`src/rtl/unified_mem_arbiter.sv`:
```
// unified_mem_arbiter
//    Shares one single-port unified instruction/data memory between the IF
//    stage (read-only fetch) and the MEM stage (load/store). Each access is a
//    req/ack handshake to a variable-latency memory; the completion is
//    reported to the owner as a one-cycle valid pulse one cycle after mem_ack.
//    When both sides keep requesting, grants alternate so neither starves.
//
// Optional build macro: ARB_TIMEOUT_EN
//    Adds a per-access watchdog. After TIMEOUT cycles in BUSY without mem_ack
//    the access is ended, the owner gets rdata = all ones, and arb_err is set
//    until reset. Without the macro BUSY waits indefinitely and arb_err = 0.
//
// Ports
//    clk, rst          clock (rising edge), asynchronous active-low reset
//    if_req/if_addr    fetch request and PC, held until if_valid or if_abort
//    if_abort          pipeline flush, cancels a pending or in-flight fetch
//    if_rdata/if_valid registered instruction and its one-cycle valid pulse
//    if_stall          if_req & ~if_valid
//    dm_req/dm_we/dm_addr/dm_wdata  data request, held until dm_valid
//    dm_rdata/dm_valid registered load data and completion pulse
//    dm_stall          dm_req & ~dm_valid
//    mem_req/mem_we/mem_addr/mem_wdata  registered memory request
//    mem_rdata/mem_ack memory read data and one-cycle acknowledge
//    arb_err           sticky watchdog timeout flag

module unified_mem_arbiter #(
   parameter int AW      = 32,
   parameter int DW      = 32,
   parameter int TIMEOUT = 15
) (
   input  logic          clk,
   input  logic          rst,
   input  logic          if_req,
   input  logic [AW-1:0] if_addr,
   input  logic          if_abort,
   output logic [DW-1:0] if_rdata,
   output logic          if_valid,
   output logic          if_stall,
   input  logic          dm_req,
   input  logic          dm_we,
   input  logic [AW-1:0] dm_addr,
   input  logic [DW-1:0] dm_wdata,
   output logic [DW-1:0] dm_rdata,
   output logic          dm_valid,
   output logic          dm_stall,
   output logic          mem_req,
   output logic          mem_we,
   output logic [AW-1:0] mem_addr,
   output logic [DW-1:0] mem_wdata,
   input  logic [DW-1:0] mem_rdata,
   input  logic          mem_ack,
   output logic          arb_err
);

   typedef enum logic [1:0] {IDLE, BUSY, DONE} state_t;

   state_t        state, state_next;
   logic          owner_dm;
   logic          last_dm;
   logic          aborted;
   logic          grant_dm, grant_if;
   logic          timed_out;
   logic          finish;
   logic [DW-1:0] rdata_in;

   assign if_stall = if_req & ~if_valid;
   assign dm_stall = dm_req & ~dm_valid;

   // An access ends on mem_ack; mem_ack outside BUSY has no effect.
   assign finish   = (state == BUSY) && (mem_ack || timed_out);
   assign rdata_in = timed_out ? {DW{1'b1}} : mem_rdata;

`ifdef ARB_TIMEOUT_EN
   localparam int CW = $clog2(TIMEOUT + 1);
   localparam logic [CW-1:0] TMAX = CW'(TIMEOUT);

   logic [CW-1:0] wd_count;
   logic          err_q;

   // Held at zero outside BUSY, so every access starts counting from zero.
   always_ff @(posedge clk or negedge rst) begin
      if (!rst)                 wd_count <= '0;
      else if (state != BUSY)   wd_count <= '0;
      else if (wd_count != TMAX) wd_count <= wd_count + 1'b1;
   end

   assign timed_out = (state == BUSY) && !mem_ack && (wd_count == TMAX);

   always_ff @(posedge clk or negedge rst) begin
      if (!rst)           err_q <= 1'b0;
      else if (timed_out) err_q <= 1'b1;
   end

   assign arb_err = err_q;
`else
   // No watchdog: this term is constant false and only keeps TIMEOUT in use.
   assign timed_out = (TIMEOUT < 0);
   assign arb_err   = 1'b0;
`endif

   always_ff @(posedge clk or negedge rst) begin
      if (!rst) state <= IDLE;
      else      state <= state_next;
   end

   // DM wins unless IF is also waiting and DM had the previous grant; this
   // gives strict alternation when both keep requesting. An abort in IDLE
   // blocks the fetch grant for that cycle.
   always_comb begin
      state_next = state;
      grant_dm   = 1'b0;
      grant_if   = 1'b0;
      case (state)
         IDLE: begin
            grant_dm = dm_req && (!if_req || !last_dm);
            grant_if = !grant_dm && if_req && !if_abort;
            if (grant_dm || grant_if) state_next = BUSY;
         end
         BUSY:    if (finish) state_next = DONE;
         DONE:    state_next = IDLE;
         default: state_next = IDLE;
      endcase
   end

   // A flushed fetch still has to finish its memory cycle, but its result is
   // dropped: the abort is remembered until the ack so if_rdata keeps its
   // previous instruction and no if_valid is produced.
   always_ff @(posedge clk or negedge rst) begin
      if (!rst) begin
         mem_req   <= 1'b0;
         mem_we    <= 1'b0;
         mem_addr  <= '0;
         mem_wdata <= '0;
         if_rdata  <= '0;
         dm_rdata  <= '0;
         if_valid  <= 1'b0;
         dm_valid  <= 1'b0;
         owner_dm  <= 1'b0;
         last_dm   <= 1'b0;
         aborted   <= 1'b0;
      end else begin
         if_valid <= 1'b0;
         dm_valid <= 1'b0;
         case (state)
            IDLE: begin
               if (grant_dm || grant_if) begin
                  owner_dm  <= grant_dm;
                  last_dm   <= grant_dm;
                  aborted   <= 1'b0;
                  mem_req   <= 1'b1;
                  mem_we    <= grant_dm && dm_we;
                  mem_addr  <= grant_dm ? dm_addr : if_addr;
                  mem_wdata <= grant_dm ? dm_wdata : '0;
               end
            end
            BUSY: begin
               if (!owner_dm && if_abort) aborted <= 1'b1;
               if (finish) begin
                  mem_req <= 1'b0;
                  if (owner_dm) begin
                     dm_valid <= 1'b1;
                     dm_rdata <= rdata_in;
                  end else if (!(aborted || if_abort)) begin
                     if_valid <= 1'b1;
                     if_rdata <= rdata_in;
                  end
               end
            end
            default: ;
         endcase
      end
   end

endmodule

```
`config.mk`:
```
export PLATFORM = sky130hd
export DESIGN_NAME = unified_mem_arbiter
export DESIGN_NICKNAME = d
export VERILOG_FILES = /design/src/rtl/unified_mem_arbiter.sv
export SDC_FILE = /design/constraint.sdc
export NUM_CORES = 1
export LEC_CHECK = 0
export BUFFER_PORTS_ARGS = -buffer_cell sky130_fd_sc_hd__clkbuf_2
export CORE_UTILIZATION = 30
export CTS_CLUSTER_DIAMETER = 50
export DETAILED_ROUTE_END_ITERATION = 12
export PLACE_DENSITY = 0.66
export SLEW_MARGIN = 20
export SYNTH_ARGS = -nofsm -noshare
export SYNTH_HDL_FRONTEND = slang
export SYNTH_SLANG_ARGS = --single-unit
```
`constraint.sdc`:
```
create_clock -name clk -period 2.9 [get_ports clk]
set_input_delay 0.435 -clock clk [delete_from_list [all_inputs] [get_ports clk]]
set_output_delay 0.435 -clock clk [all_outputs]
set_load 0.005 [all_outputs]
```
==> impl_metrics.yaml <==
clock_network:
  cts.sink_count: 136
  h-tree-depth: 4
  cts_buffers: 17
  clk_pin_slew_ps: 50
  clk_path_buf_depth: 2
  tritoncts: "yes"
  cts-root-buf: "clkbuf_16"
  post_cts_buffers: 0
  clkLatencyLatePin_ps: 410
finish:
  seqCellArea_mm2: 0.00340
  multi_input_area_mm2: 0.00200
  antennaDiodeCount: 0
  layout.nets: 816
  num-fill-cells: 1835
  mostFrequentLayoutCell: "clkbuf_2"
  final_cells: 927
  drive_gt1_share_pct: 60.8
  layout_common_cells: "clkbuf_2, dfrtp_1, mux2_2, inv_1"
  syn_to_final_growth_pct: 37.2
critical_path:
  end_kind: "register"
  start_kind: "register"
  worstSetupPathType: "register to register"
  cp.arrival_ps: 2230
  crit_fanout: 67
  cp.required_ps: 3180
die:
  num_rows: 50
  die_h_um: 140
  dieWidth_um: 140
  die-area_mm2: 0.0197
  core_mm2: 0.0187
  ioPinCount: 270
  start_util_pct: 30.7
power_and_ir_drop:
  p_seq_share_pct: 39.4
  p_leak_nw: 3.98
  power_density_mw_per_mm2: 1070
  p_sw_mw: 2.54
  pwr-share-comb_pct: 34.5
  p_sw_share_pct: 30.1
  ir_drop_mv: 0.438
  clkPwrFrac_pct: 26.1
  intPower_mw: 5.91
global_route:
  grt_max_degree: 68
  grt_pass1_vias: 4354
  antenna_found_initial: 0
  grt_overflow: 0
  grt_pass1_wl_um: 22300
  grt.total_usage_pct: 14.5
place:
  dp.cells: 895
  dpl.hpwl_um: 9740
  io_buffer_count: 268
  dp_slack_ps: 905
  gp_congestion: 0.768
drt:
  vias_per_cell: 4.54
  drc: 0
  dr.pass1.iters: 4
  drt-total-wl_um: 13900
  drtAntennaViolNets: 0
  drt-initial-drc-count: 123
  route.vias.total: 4206
  avgRoutedWirePerCell_um: 15.0
timing:
  fin_skew_ps: 8.05
  max_freq_mhz: 511
  min_period_ps: 1960
  setup_ws_ps: 943
  tightest_slew_ps: 794
  maxSlewViolCount: 0
  hold_viol: 0
  setup_viol: 0
  rsz0062_at_grt: "false"
  slew_headroom_pct: 46.9
  min_period_over_period_pct: 67.5
  fin_setup_tns_ps: 0
run:
  drv_cap: 0
logic_synthesis:
  ys_warn_count: 0
  synth_cell_type_count: 26
  synth.avg_cell_area_um2: 13.8
  synth_area_mm2: 0.00574
  synth_cells: 415
  syn_nets: 550
  synth-seq-cells: 136
  ys_seq_area_share_pct: 59.3
worst_hold_path:
  hold_path_class: "primary input to register"
outcome:
  status: "complete, no violations"
## cell families (layout without fill, tap and decap cells)
kind of cell / after synthesis / after routing / share of synthesized area [%]
DFF: 136 / 136 / 59.3
muxes: 124 / 124 / 24.3
buffers and inverters: 66 / 344 / 6.04
and+or+nand+nor: 47 / 47 / 4.95
AOI/OAI and AO/OA: 41 / 41 / 5.36
other: 1 / 1 / 0.0653
## registers in the layout (all words and copies together) (netlist names), 2 cells and up
signal     count
mem_wdata     32
state          2
dm_rdata      32
if_rdata      32
mem_addr      32
## metrics by stage
stage / power, mW / hold slack, ps / utilization [%] / cell area [um2]
4_1_cts: 8.60 / 228 / 42.1 / 7880
5_1_grt: 9.03 / 235 / 42.1 / 7880
6_report: 8.45 / 252 / 42.1 / 7880
3_3_place_gp: 6.25 / 296 / 38.9 / 7270
3_5_place_dp: 6.33 / 295 / 38.9 / 7270
2_1_floorplan: 4.95 / 139 / - / 5740
## path summary, 6_finish.rpt
check / to / from / cells after the start / slack (ps)
max in group asynchronous: if_rdata[3] / rst / 3 / 1840
hold / removal: mem_addr[21] / dm_addr[21] / 2 / 250
setup reg to reg: mem_addr[21] / state[1] / 4 / 940
min in group asynchronous: mem_addr[13] / rst / 2 / 450
hold reg to reg: if_rdata[13] / if_rdata[13] / 1 / 490
setup / recovery: mem_addr[21] / state[1] / 4 / 940
## metal layers
layer  GRT usage (%)  routed length [um]  share of wire, %  vias to the layer above
li1                -                   -                 -                     1987
met1            17.6                5890                42                     2039
met2            24.0                6840                49                      164
met3            4.27                 948               6.8                       16
met4            6.07                 243               1.7                        0
met5               0                   0                 0                        -
## cell usage after synthesis
cell,count,share of area [%]
a221o_1,2,0.35
buf_4,3,0.39
and2_1,1,0.11
o31ai_1,33,4.3
nand2b_1,1,0.11
o21ai_0,3,0.26
buf_2,10,0.87
o2bb2ai_1,1,0.15
nor3_1,1,0.087
buf_6,10,2.0
nand3_1,33,2.9
mux2_2,113,22
nor4b_4,1,0.41
dfrtp_1,136,59
a21oi_2,1,0.15
nand2_4,2,0.39
nand2_1,1,0.065
mux2_1,11,2.2
a21boi_1,1,0.13
and3b_1,3,0.46
inv_1,37,2.4
clkbuf_1,6,0.39
nand2_2,1,0.11
nor2_2,1,0.11
nor2b_1,2,0.22
conb_1,1,0.065
## power by group through the flow
stage / Combinational, mW / Sequential (mW) / Clock (mW)
floorplan: 1.55 / 3.40 / 0
global placement: 2.92 / 3.33 / 0
global route: 3.21 / 3.45 / 2.37
CTS: 2.97 / 3.34 / 2.29
detailed placement: 2.97 / 3.36 / 0
finish: 2.91 / 3.33 / 2.21
## critical path, stage by stage, from the launching register on
cell and delay (ps):
dfrtp_1 430, nor4b_4 340, buf_12 330, mux2_2 380, mux2_1 290
## layout make-up
class,instances,area share (%)
Sequential cell,136,43.2
Multi-Input combinational cell,213,25.3
Timing Repair Buffer,276,18.4
Clock buffer,25,6.16
Tap cell,234,3.72
Inverter,37,1.76
Clock inverter,6,1.46
## what timing repair did
action	in CTS	in global routing
gates resized for setup	0	0
hold buffers	1	0
endpoints found under the hold margin	17	0
Note: power is estimated with default switching activity, not from simulation.
